## config.mk

```make
export PLATFORM = sky130hd
export DESIGN_NAME = mem_arbiter
export DESIGN_NICKNAME = d
export VERILOG_FILES = /design/src/rtl/mem_arbiter.sv
export SDC_FILE = /design/constraint.sdc
export NUM_CORES = 1
export LEC_CHECK = 0
export ABC_CLOCK_PERIOD_IN_PS = 3800
export BUFFER_PORTS_ARGS = -buffer_cell sky130_fd_sc_hd__buf_2
export CORE_ASPECT_RATIO = 1.1
export CORE_UTILIZATION = 35
export DETAILED_ROUTE_END_ITERATION = 8
export GPL_ROUTABILITY_DRIVEN = 0
export PLACE_DENSITY = 0.75
export SYNTH_ARGS = -nofsm -noshare
export SYNTH_HDL_FRONTEND = slang
export SYNTH_SLANG_ARGS = --single-unit
```

## constraint.sdc

```tcl
create_clock -name CLK -period 3.8 [get_ports CLK]
set_input_delay 0.76 -clock CLK [delete_from_list [all_inputs] [get_ports CLK]]
set_output_delay 0.76 -clock CLK [all_outputs]
set_load 0.05 [all_outputs]
```

## src/rtl/mem_arbiter.sv

```systemverilog
// Arbitrates the unified RAM port between i-fetch and load/store, with a timeout watchdog.
// Define ARB_STARVE_GUARD_EN to bound how long d-side traffic can starve instruction fetch.
module mem_arbiter #(
    parameter int TIMEOUT = 255
`ifdef ARB_STARVE_GUARD_EN
    ,
    parameter int STARVE_LIMIT = 4
`endif
) (
    input  logic        CLK,
    input  logic        nRST,
    input  logic        iREN,
    input  logic [31:0] iaddr,
    input  logic        dREN,
    input  logic        dWEN,
    input  logic [31:0] daddr,
    input  logic [31:0] dstore,
    input  logic [31:0] ramload,
    input  logic [1:0]  ramstate,
    output logic        iwait,
    output logic        dwait,
    output logic [31:0] iload,
    output logic [31:0] dload,
    output logic [31:0] ramaddr,
    output logic [31:0] ramstore,
    output logic        ramREN,
    output logic        ramWEN,
    output logic        memerr
);

    localparam int CW = $clog2(TIMEOUT + 1);
    localparam logic [CW-1:0] TMAX = CW'(TIMEOUT);

    localparam logic [1:0] IDLE   = 2'd0;
    localparam logic [1:0] IGRANT = 2'd1;
    localparam logic [1:0] DGRANT = 2'd2;

    localparam logic [1:0] RS_ACCESS = 2'b10;
    localparam logic [1:0] RS_ERROR  = 2'b11;

    logic [1:0]    state_q, state_d;
    logic [CW-1:0] cnt_q, cnt_d;
    logic [31:0]   addr_q, addr_d;
    logic [31:0]   store_q, store_d;
    logic          wr_q, wr_d;
    logic          memerr_q, memerr_d;

    logic d_req;
    logic pick_i;
    logic granted_req;
    logic i_done;
    logic d_done;

    assign d_req = dREN | dWEN;

`ifdef ARB_STARVE_GUARD_EN
    localparam int SW = $clog2(STARVE_LIMIT + 1);
    localparam logic [SW-1:0] SMAX = SW'(STARVE_LIMIT);

    logic [SW-1:0] starve_q, starve_d;

    // Once d-side has won SMAX times in a row over a waiting fetch, fetch goes next.
    assign pick_i = iREN & (~d_req | (starve_q == SMAX));

    always_comb begin
        starve_d = starve_q;
        if (state_q == IDLE) begin
            if (!iREN || pick_i) begin
                starve_d = '0;
            end else if (d_req) begin
                starve_d = starve_q + 1'b1;
            end
        end
    end

    always_ff @(posedge CLK or negedge nRST) begin
        if (!nRST) begin
            starve_q <= '0;
        end else begin
            starve_q <= starve_d;
        end
    end
`else
    assign pick_i = iREN & ~d_req;
`endif

    assign granted_req = (state_q == IGRANT) ? iREN : d_req;

    always_comb begin
        state_d  = state_q;
        cnt_d    = cnt_q;
        addr_d   = addr_q;
        store_d  = store_q;
        wr_d     = wr_q;
        memerr_d = 1'b0;
        case (state_q)
            IDLE: begin
                cnt_d = '0;
                if (pick_i) begin
                    state_d = IGRANT;
                    addr_d  = iaddr;
                    store_d = '0;
                    wr_d    = 1'b0;
                end else if (d_req) begin
                    state_d = DGRANT;
                    addr_d  = daddr;
                    store_d = dstore;
                    wr_d    = dWEN;
                end
            end
            IGRANT, DGRANT: begin
                // Withdrawal wins over everything: the requester no longer cares about the result.
                if (!granted_req || ramstate == RS_ACCESS) begin
                    state_d = IDLE;
                    cnt_d   = '0;
                end else if (ramstate == RS_ERROR || cnt_q == TMAX) begin
                    state_d  = IDLE;
                    cnt_d    = '0;
                    memerr_d = 1'b1;
                end else begin
                    cnt_d = cnt_q + 1'b1;
                end
            end
            default: begin
                state_d = IDLE;
                cnt_d   = '0;
            end
        endcase
    end

    always_ff @(posedge CLK or negedge nRST) begin
        if (!nRST) begin
            state_q  <= IDLE;
            cnt_q    <= '0;
            addr_q   <= '0;
            store_q  <= '0;
            wr_q     <= 1'b0;
            memerr_q <= 1'b0;
        end else begin
            state_q  <= state_d;
            cnt_q    <= cnt_d;
            addr_q   <= addr_d;
            store_q  <= store_d;
            wr_q     <= wr_d;
            memerr_q <= memerr_d;
        end
    end

    // Completion is reported combinationally so the pipeline can advance in the ACCESS cycle.
    assign i_done = (state_q == IGRANT) && (ramstate == RS_ACCESS);
    assign d_done = (state_q == DGRANT) && (ramstate == RS_ACCESS);

    assign iwait    = iREN & ~i_done;
    assign dwait    = d_req & ~d_done;
    assign iload    = i_done ? ramload : 32'h0;
    assign dload    = d_done ? ramload : 32'h0;
    assign ramaddr  = addr_q;
    assign ramstore = store_q;
    assign ramREN   = (state_q == IGRANT) | ((state_q == DGRANT) & ~wr_q);
    assign ramWEN   = (state_q == DGRANT) & wr_q;
    assign memerr   = memerr_q;

endmodule

```

Word level (Yosys, flattened, before mapping)
Index checks and enable logic that the tools add are counted.
{"block": "totals", "regBits": 76, "inputBits": 135, "out_inout_bits": 133, "word_cells": 55}
{"block": "op_classes", "add_sub_neg": 1, "eq_ne": 7, "mux": 20, "bitwise_logic": 11, "n_reduce_logical": 10}
{"cell": "$mux 32", "count": 6}
{"cell": "$mux 8", "count": 3}
{"cell": "$add 8x1->8 const B", "count": 1}
{"cell": "$eq 8x8->1 const B", "count": 1}
{"cell": "$mux 2", "count": 4}
{"cell": "$eq 2x2->1 const B", "count": 3}
{"cell": "$mux 1", "count": 6}
{"cell": "$ne 3x3->1 const B", "count": 2}
{"cell": "$and 1x1->1", "count": 5}
{"cell": "$not 1->1", "count": 4}
{"cell": "$pmux 2 s2", "count": 1}
{"cell": "$reduce_and 2->1", "count": 2}
{"cell": "$eq 2x1->1 const B", "count": 1}
{"cell": "$logic_and 1x1->1", "count": 2}
{"cell": "$logic_not 2->1", "count": 1}
{"cell": "$logic_or 1x1->1", "count": 2}
{"cell": "$or 1x1->1", "count": 2}
{"cell": "$reduce_bool 2->1", "count": 1}
{"cell": "$reduce_or 2->1", "count": 1}
{"cell": "$logic_not 1->1", "count": 1}

Logic depth before layout (Yosys ltp)
Gate-level depths: netlist of the first run.
{"block": "depth", "depth_word": 6, "mapped_depth": 7, "depth_no_buf": 6}

Worst setup path after synthesis of the first run
Ideal clock, no wire load.
{"block": "synth_timing", "path_kind": "in2out", "startpoint": "input ramstate[1]", "endpoint": "output dwait", "arrival_time_ps": 1778, "t_required_ps": 3040, "slack_ps": 1262, "path_stages": 3, "path_buffers": 1, "path_cell_list": "and3b_1 -> clkbuf_1 -> nor2_1"}
{"block": "synth_via", "elab_chain_len": 4}
{"element": "from (decl)", "line_no": "19", "text": "input logic [1:0] ramstate,"}
{"element": "$eq 2x2->1", "line_no": "151", "text": "assign d_done = (state_q == DGRANT) && (ramstate == RS_ACCESS);"}
{"element": "$logic_and 1x1->1", "line_no": "151"}
{"element": "$not 1->1", "line_no": "154", "text": "assign dwait = d_req & ~d_done;"}
{"element": "$and 1x1->1", "line_no": "154"}
{"element": "to (decl)", "line_no": "21", "text": "output logic dwait,"}
No other way between the ends.

Final worst setup path of the first run
{"block": "layout_timing", "startpoint": "register state_q[1]", "endpoint": "output iload[8]"}
{"block": "layout_via", "elab_chain_len": 3}
{"element": "from (decl)", "line_no": "41", "text": "logic [1:0] state_q, state_d;"}
{"element": "from (signal assigned)", "line_no": "140", "text": "state_q <= state_d;"}
{"element": "$eq 2x1->1", "line_no": "150", "text": "assign i_done = (state_q == IGRANT) && (ramstate == RS_ACCESS);"}
{"element": "$logic_and 1x1->1", "line_no": "150"}
{"element": "$mux 32", "line_no": "155", "text": "assign iload = i_done ? ramload : 32'h0;"}
{"element": "to (decl)", "line_no": "22", "text": "output logic [31:0] iload,"}
No other way between the ends.

==> results.yml, run 1 <==
outcome:
  status: "complete, no violations"
finish:
  area_growth_pct: 45.7
  drive_above_1_share_pct: 47.5
  layout.nets: 746
  final_area_um2: 5410
grt:
  grt_pass1_wl_um: 16400
  grt_overflow_total: 0
  grt_max_degree: 77
  grt_util_all_layers_pct: 19.8
  grt_pass1_vias: 3339
  antenna_found_initial: 2
power_and_ir_drop:
  total_power_uw: 4830
  p_sw_uw: 2560
  share_seq_of_total_power_pct: 28.0
  switching_share_pct: 52.9
  p_per_area_nw_per_um2: 894
  vdd_drop_max_v: 0.000450
  combPwrFrac_pct: 55.9
  p_leak_uw: 0.00295
  power_frac_clock_pct: 16.1
  internal-power_uw: 2280
setup_path:
  worstPathArrival_ns: 2.24
  startpoint: "state_q[1]"
  path_max_fanout: 33
  r2r-start: "state_q[1]"
  worstSetupPathType: "reg2out"
  worst_r2r_endpoint: "state_q[1]"
  end_kind: "primary output"
  start_kind: "flip-flop"
  ff2ff_setup_slack_ns: 2.05
  ff2ff_path_depth: 6
  cp-endpoint: "iload[8]"
  cp.required_ns: 3.04
synth:
  synthesis.area_um2: 3710
  yosysWarnings: 0
  synth_commonest_cells: "76 x dfrtp_1, 66 x and2_1, 36 x nand2_1"
  synth_flop_cell: "dfrtp_1"
  synth_area_per_cell_um2: 10.6
  yosys.area.top_type_share_pct: 51.3
  synth_largest_area_cell: "dfrtp_1"
  yosys.cell_types.count: 31
  synth_nets: 489
  syn_inst: 350
  synth_edf_count: 0
  synthArstFlopShare_pct: 100
  yosysMostFrequentCell: "dfrtp_1"
  synth_area_leaders: "dfrtp_1 51%, and2_1 11%, mux2i_1 8.9%, a22o_1 8.0%, o21ai_0 4.2%"
  yosys_register_bits: 76
  yosysSeqAreaShare_pct: 51.3
clocking:
  cts_tree: "built"
  clock-sinks: 76
  postCtsHoldBufs: 0
  clockBufferDepth: 2
  cts_made_buffers: 9
  clk_latency_ns: 0.33
  clockRootBuffer: "clkbuf_16"
  post-cts-setup-buffers: 0
  path_clk_slew_ns: 0.06
  h-tree-depth: 3
  post_cts_resized: 0
timing:
  holdWs_ns: 0.474
  clock.fmax_mhz: 333
  fin_crit_ns: 3.00
  setup_viol: 0
  finalSetupTns_ns: 0
  finalClockSkew_ns: 0.00382
  slew_violations: 0
  rsz0062_at_grt: "no"
  hold_viol_final: 0
  max_slew.worst_pin.slew_ns: 0.993
  min_period_over_period_pct: 79.1
  slew_headroom_pct: 33.8
floorplan:
  ios: 268
  rows: 39
  die_x_um: 100
  floorplan.initialDensity_pct: 35.8
  core_area_um2: 10300
  die_h_um: 110
  dieArea_um2: 11000
min_path:
  hold_class: "reg2reg"
drt:
  routed_wl_um: 11400
  via_per_inst: 4.67
  wl_per_cell_um: 15.1
  ant_nets: 0
  route.detailed.drc: 0
  firstDrtPassIters: 4
  drt_iter0_markers: 84
  num_vias: 3533
place:
  dp_hpwl_um: 8880
  port_buffers: 267
  dpl_cell_area_um2: 5120
run:
  cap_violations: 0
==> per-stage QoR <==
step           util, %  instances  setup slack, ns
2_1_floorplan        -        350             1.26
4_1_cts           52.2        755            0.802
6_report          52.2        757            0.795
5_1_grt           52.2        755            0.644
3_5_place_dp      49.5        739            0.948
3_3_place_gp      49.5        739            0.996
==> how the worst min path moves through the flow <==
stage | start | endpoint | slack, ns | depth (start not counted)
2_1_floorplan | cnt_q[0] | cnt_q[0] | 0.45 | 1
5_1_grt | ramaddr[27] | ramaddr[27] | 0.50 | 2
4_1_cts | ramaddr[20] | ramaddr[20] | 0.48 | 2
3_3_place_gp | ramaddr[24] | ramaddr[24] | 0.46 | 2
3_5_place_dp | ramaddr[20] | ramaddr[20] | 0.47 | 2
6_report | ramaddr[20] | ramaddr[20] | 0.47 | 2
==> cells in the final DEF, fill, tap and decap left out, types with 3 or more instances in the layout <==
master / count
buf_4: 4
ha_1: 4
clkbuf_16: 9
nor2_1: 12
buf_2: 266
a22o_1: 34
mux2i_1: 33
clkinvlp_4: 4
inv_1: 6
o21ai_0: 31
nand2_1: 36
and2_1: 65
nand3_1: 4
dfrtp_1: 76
xor2_1: 3
==> area by class of cell <==
class,count,area (um^2)
antenna,2,5.00
clock buffer,10,239
clock inverter,6,40.0
fill,969,4940
inverter,6,22.5
multi-input combinational,244,1660
sequential,76,1900
tap,143,179
timing repair buffer,270,1360
==> sequential cells by signal, indices dropped and copies added (netlist names) <==
| name | cells |
|---|---|
| cnt_q | 8 |
| memerr | 1 |
| ramaddr | 32 |
| ramstore | 32 |
| state_q | 2 |
| wr_q | 1 |
==> per-layer routing <==
| layer | share of wire (%) | vias up | global-route usage (%) |
|---|---|---|---|
| met1 | 42 | 1614 | 23.0 |
| li1 | - | 1720 | - |
| met5 | 0 | - | 0 |
| met4 | 1.7 | 0 | 8.39 |
| met3 | 7.8 | 14 | 5.47 |
| met2 | 48 | 185 | 34.3 |
==> power by group through the flow <==
stage | Sequential (uW) | Clock (uW) | Combinational, uW
global placement | 1350 | 0 | 2670
floorplan | 2510 | 0 | 903
finish | 1350 | 780 | 2700
global route | 1400 | 836 | 2860
CTS | 1350 | 811 | 2720
detailed placement | 1360 | 0 | 2720
==> cell families after synthesis <==
kind of cell,count (synthesis),synth area share (%)
fa+ha+maj,4,1.35
buf+inv,30,4.15
xor+xnor,5,1.18
compound gates,73,14.0
mux,33,8.91
simple gates,129,19.1
flops,76,51.3
==> critical path: stages (launching register included) <==
cell     delay, ns
dfrtp_1       0.41
inv_1         0.10
ha_1          0.20
and3b_1       0.69
and2_1        0.23
buf_2         0.27
Power figures use the tool's default switching activity.
==> run 2, diff against run 1 <==
--- a/config.mk
+++ b/config.mk
@@ -5,7 +5,7 @@
 export SDC_FILE = /design/constraint.sdc
 export NUM_CORES = 1
 export LEC_CHECK = 0
-export ABC_CLOCK_PERIOD_IN_PS = 3800
+export ABC_CLOCK_PERIOD_IN_PS = 3100
 export BUFFER_PORTS_ARGS = -buffer_cell sky130_fd_sc_hd__buf_2
 export CORE_ASPECT_RATIO = 1.1
 export CORE_UTILIZATION = 35
==> constraint.sdc (replaced) <==
create_clock -name CLK -period 3.1 [get_ports CLK]
set_input_delay 0.62 -clock CLK [delete_from_list [all_inputs] [get_ports CLK]]
set_output_delay 0.62 -clock CLK [all_outputs]
set_load 0.05 [all_outputs]
==> run 2 against run 1 <==
Via count increased by 1.1%. Clock power grew 44%. Clock skew increased by 0.0040 ns. Design area increased by 1.3%. Wire length is 0.79% lower. Sequential power increased by 23%. Clock-buffer cell count unchanged. Sequential share of layout area fell by 0.44 points. Hold slack got worse by 0.044 ns. Final cell count increased by 0.40%. Flip-flop and latch count unchanged. Core utilization up 0.67 points. Critical path type unchanged. Largest power group unchanged.
==> results.yml, run 2 (synthesis results as in run 1) <==
setup_path:
  cp.required_ns: 2.48
  ff2ff_setup_slack_ns: 1.35
  ff2ff_path_depth: 5
  worst_r2r_endpoint: "state_q[1]"
  path_max_fanout: 33
  r2r-start: "cnt_q[0]"
  worstPathArrival_ns: 1.89
  worstSetupPathType: "reg2out"
  start_kind: "flip-flop"
  end_kind: "primary output"
drt:
  firstDrtPassIters: 5
  route.detailed.drc: 0
  routed_wl_um: 11300
  ant_nets: 0
  drt_iter0_markers: 150
  wl_per_cell_um: 14.9
  num_vias: 3573
  via_per_inst: 4.70
power_and_ir_drop:
  internal-power_uw: 2960
  combPwrFrac_pct: 54.3
  share_seq_of_total_power_pct: 27.3
  vdd_drop_max_v: 0.000503
  p_leak_uw: 0.00299
  power_frac_clock_pct: 18.4
  switching_share_pct: 51.3
  p_sw_uw: 3120
  p_per_area_nw_per_um2: 1110
timing:
  min_period_over_period_pct: 81.1
  setup_viol: 0
  holdWs_ns: 0.430
  slew_headroom_pct: 39.1
  max_slew.worst_pin.slew_ns: 0.913
  slew_violations: 0
  rsz0062_at_grt: "no"
  finalClockSkew_ns: 0.00786
  hold_viol_final: 0
  finalSetupTns_ns: 0
  clock.fmax_mhz: 398
  fin_crit_ns: 2.51
finish:
  final_cell_mix: "266 x buf_2, 76 x dfrtp_1, 65 x and2_1, 36 x nand2_1, 34 x a22o_1"
  final_area_um2: 5470
  layout.nets: 749
  layout_commonest_cell: "buf_2"
  drive_above_1_share_pct: 47.8
  area_growth_pct: 47.6
  nFillCells: 954
  post-route-util_pct: 52.9
grt:
  grt_util_all_layers_pct: 19.6
  grt_overflow_total: 0
  antenna_found_initial: 0
  grt_max_degree: 77
  grt_pass1_wl_um: 16200
  grt_pass1_vias: 3242
floorplan:
  core_area_um2: 10300
  die_h_um: 110
  rows: 39
  floorplan.initialDensity_pct: 35.8
  die_x_um: 100
  ios: 268
  dieArea_um2: 11000
outcome:
  status: "complete, no violations"
clocking:
  path_clk_slew_ns: 0.06
  cts_made_buffers: 9
  clockRootBuffer: "clkbuf_16"
  clockBufferDepth: 2
  cts_tree: "built"
  post-cts-setup-buffers: 0
  clk_latency_ns: 0.33
  post_cts_resized: 0
  clock-sinks: 76
  h-tree-depth: 3
  postCtsHoldBufs: 0
run:
  cap_violations: 0
place:
  dpl_cell_area_um2: 5140
  dp_hpwl_um: 8860
  port_buffers: 267
min_path:
  hold_class: "in2async"
==> run 2: changes by cell type in the layout (fill, tap and decap cells not counted), sizes merged <==
cell	delta
buf	+3
inv	+1
clkinvlp	-3
bufinv	+2
==> run 2: worst max-delay path by stage <==
stage                end        start  cells past startpoint  slack [ns]
6_report        iload[6]   state_q[1]                      6        0.59
2_1_floorplan      dwait  ramstate[1]                      3        0.84
5_1_grt         iload[6]   state_q[1]                      6        0.47
3_5_place_dp   dload[10]  ramstate[0]                      5        0.87
3_3_place_gp    iload[6]  ramstate[0]                      5        0.88
4_1_cts         iload[6]   state_q[1]                      6        0.57
==> run 2: power groups by stage <==
stage	combinational (uW)	clock [uW]	sequential, uW
global placement	3280	0	1650
floorplan	1110	0	3080
finish	3310	1120	1660
CTS	3340	1150	1660
detailed placement	3340	0	1670
global route	3510	1190	1720
==> run 2: routing by layer <==
metal  GRT usage [%]  up-vias  part of all wire (%)
met4            8.07        0                   1.7
met5               0        -                     0
li1                -     1720                     -
met3            4.07       12                   7.0
met1            24.1     1658                    43
met2            33.5      183                    48
==> run 2: area by class of cell <==
type                            count  area (um^2)  share of cell area, %
Antenna cell                        2         5.00                 0.0914
Clock buffer                       10          239                   4.37
Clock inverter                      6         86.3                   1.58
Inverter                            6         22.5                  0.411
Multi-Input combinational cell    244         1660                   30.3
Sequential cell                    76         1900                   34.7
Tap cell                          143          179                   3.27
Timing Repair Buffer              273         1380                   25.3
==> run 2: stage by stage <==
stage	power [uW]	setup slack, ns	cells
2_1_floorplan	4190	0.842	350
3_3_place_gp	4930	0.881	742
3_5_place_dp	5010	0.870	742
4_1_cts	6150	0.572	758
5_1_grt	6420	0.474	758
6_report	6090	0.586	760
==> run 2: worst max-delay path, stage by stage (launching register included) <==
cell,delay [ns]
dfrtp_1,0.40
inv_1,0.09
ha_1,0.21
and3b_1,0.17
buf_4,0.25
and2_1,0.16
buf_2,0.27
==> run 3, diff against run 2 <==
--- a/config.mk
+++ b/config.mk
@@ -5,7 +5,7 @@
 export SDC_FILE = /design/constraint.sdc
 export NUM_CORES = 1
 export LEC_CHECK = 0
-export ABC_CLOCK_PERIOD_IN_PS = 3100
+export ABC_CLOCK_PERIOD_IN_PS = 2650
 export BUFFER_PORTS_ARGS = -buffer_cell sky130_fd_sc_hd__buf_2
 export CORE_ASPECT_RATIO = 1.1
 export CORE_UTILIZATION = 35
==> constraint.sdc (replaced) <==
create_clock -name CLK -period 2.65 [get_ports CLK]
set_input_delay 0.53 -clock CLK [delete_from_list [all_inputs] [get_ports CLK]]
set_output_delay 0.53 -clock CLK [all_outputs]
set_load 0.05 [all_outputs]
==> run 3 against run 2 <==
Sequential power up 17%. Core utilization up 0.33 points. Worst setup slack worse by 0.38 ns. Highest routed layer unchanged. Clock-buffer cell count up 2.
==> results.yml, run 3 (synthesis results as in run 1) <==
power_and_ir_drop:
  vdd_drop_max_v: 0.000577
  p_per_area_nw_per_um2: 1320
  p_leak_uw: 0.00301
timing:
  finalSetupTns_ns: 0
  min_period_over_period_pct: 92.0
  hold_viol_final: 0
  fin_crit_ns: 2.44
  slew_headroom_pct: 37.3
  clock.fmax_mhz: 410
  holdWs_ns: 0.341
  slew_violations: 0
  finalClockSkew_ns: 0.00828
  setup_viol: 0
  rsz0062_at_grt: "no"
  max_slew.worst_pin.slew_ns: 0.941
grt:
  grt_util_all_layers_pct: 20.0
  grt_pass1_vias: 3464
  grt_pass1_wl_um: 16600
  grt_max_degree: 77
  antenna_found_initial: 0
  grt_overflow_total: 0
setup_path:
  worstSetupPathType: "reg2out"
  start_kind: "flip-flop"
  path_max_fanout: 33
  worstPathArrival_ns: 1.91
  end_kind: "primary output"
  cp.required_ns: 2.12
clocking:
  post_cts_resized: 0
  path_clk_slew_ns: 0.06
  cts_tree: "built"
  postCtsHoldBufs: 0
  cts_made_buffers: 9
  h-tree-depth: 3
  clk_latency_ns: 0.33
  clockRootBuffer: "clkbuf_16"
  post-cts-setup-buffers: 0
  clock-sinks: 76
  clockBufferDepth: 2
place:
  dp_hpwl_um: 8990
  port_buffers: 267
drt:
  firstDrtPassIters: 4
  route.detailed.drc: 0
  ant_nets: 0
  num_vias: 3586
  drt_iter0_markers: 103
  wl_per_cell_um: 15.2
  via_per_inst: 4.73
  routed_wl_um: 11500
floorplan:
  floorplan.initialDensity_pct: 35.8
  core_area_um2: 10300
  die_x_um: 100
  die_h_um: 110
  rows: 39
  ios: 268
  dieArea_um2: 11000
outcome:
  status: "complete, no violations"
finish:
  n_antenna_cell: 0
  area_growth_pct: 48.5
  drive_above_1_share_pct: 47.6
  multi_input_area_um2: 1660
  final_cell_mix: "266 x buf_2, 76 x dfrtp_1, 65 x and2_1, 36 x nand2_1, 34 x a22o_1"
  layout.nets: 749
  regArea_um2: 1900
  nFillCells: 970
  layout_commonest_cell: "buf_2"
min_path:
  hold_class: "in2async"
run:
  cap_violations: 0
run 3: metrics by stage:
stage / area [um^2] / instances / total power (uW) / setup slack, ns / util, %
after floorplan: 3710 / 350 / 4900 / 0.514 / -
after global placement: 5160 / 742 / 5770 / 0.611 / 49.8
after detailed placement: 5160 / 742 / 5870 / 0.601 / 49.8
after CTS: 5510 / 758 / 7320 / 0.228 / 53.2
after global routing: 5510 / 758 / 7620 / 0.123 / 53.2
final: 5510 / 758 / 7240 / 0.211 / 53.2
run 3: layout make-up:
| type | instances | area share (%) |
|---|---|---|
| flip-flops and latches | 76 | 34.5 |
| well taps | 143 | 3.25 |
| multi-input cells | 244 | 30.1 |
| inverters | 6 | 0.409 |
| repair buffers | 273 | 25.4 |
| clock buffers | 12 | 4.66 |
| clock inverters | 4 | 1.73 |
run 3: critical path, cell delays in order, from the launching register on:
cell and delay (ns):
dfrtp_1 0.39, inv_1 0.10, ha_1 0.21, and3b_1 0.17, buf_4 0.26, and2_1 0.18
buf_2 0.26
run 3: worst paths after layout:
check	to	startpoint	slack, ns	cells past startpoint
setup / recovery	dload[10]	state_q[0]	0.21	6
hold / removal	ramaddr[8]	nRST	0.34	1
setup reg to reg	state_q[1]	state_q[1]	0.90	6
hold reg to reg	ramaddr[21]	ramaddr[21]	0.47	2
max in group asynchronous	cnt_q[7]	nRST	1.70	1
min in group CLK	ramstore[1]	dstore[1]	0.41	2
run 3: where the power goes:
part | switching, uW | internal [uW] | total, uW | leakage, uW
logic | 2930 | 944 | 3880 | 0.00189
registers | 266 | 1670 | 1940 | 0.000951
clock network | 458 | 970 | 1430 | 0.000173
run 3: metal layers:
metal | share of wire (%) | GRT usage [%] | wire [um] | up-vias
met4 | 1.6 | 10.7 | 183 | 0
met1 | 42 | 23.4 | 4790 | 1672
met5 | 0 | 0 | 0 | -
met2 | 50 | 35.2 | 5790 | 183
met3 | 6.7 | 3.18 | 769 | 14
li1 | - | - | - | 1717
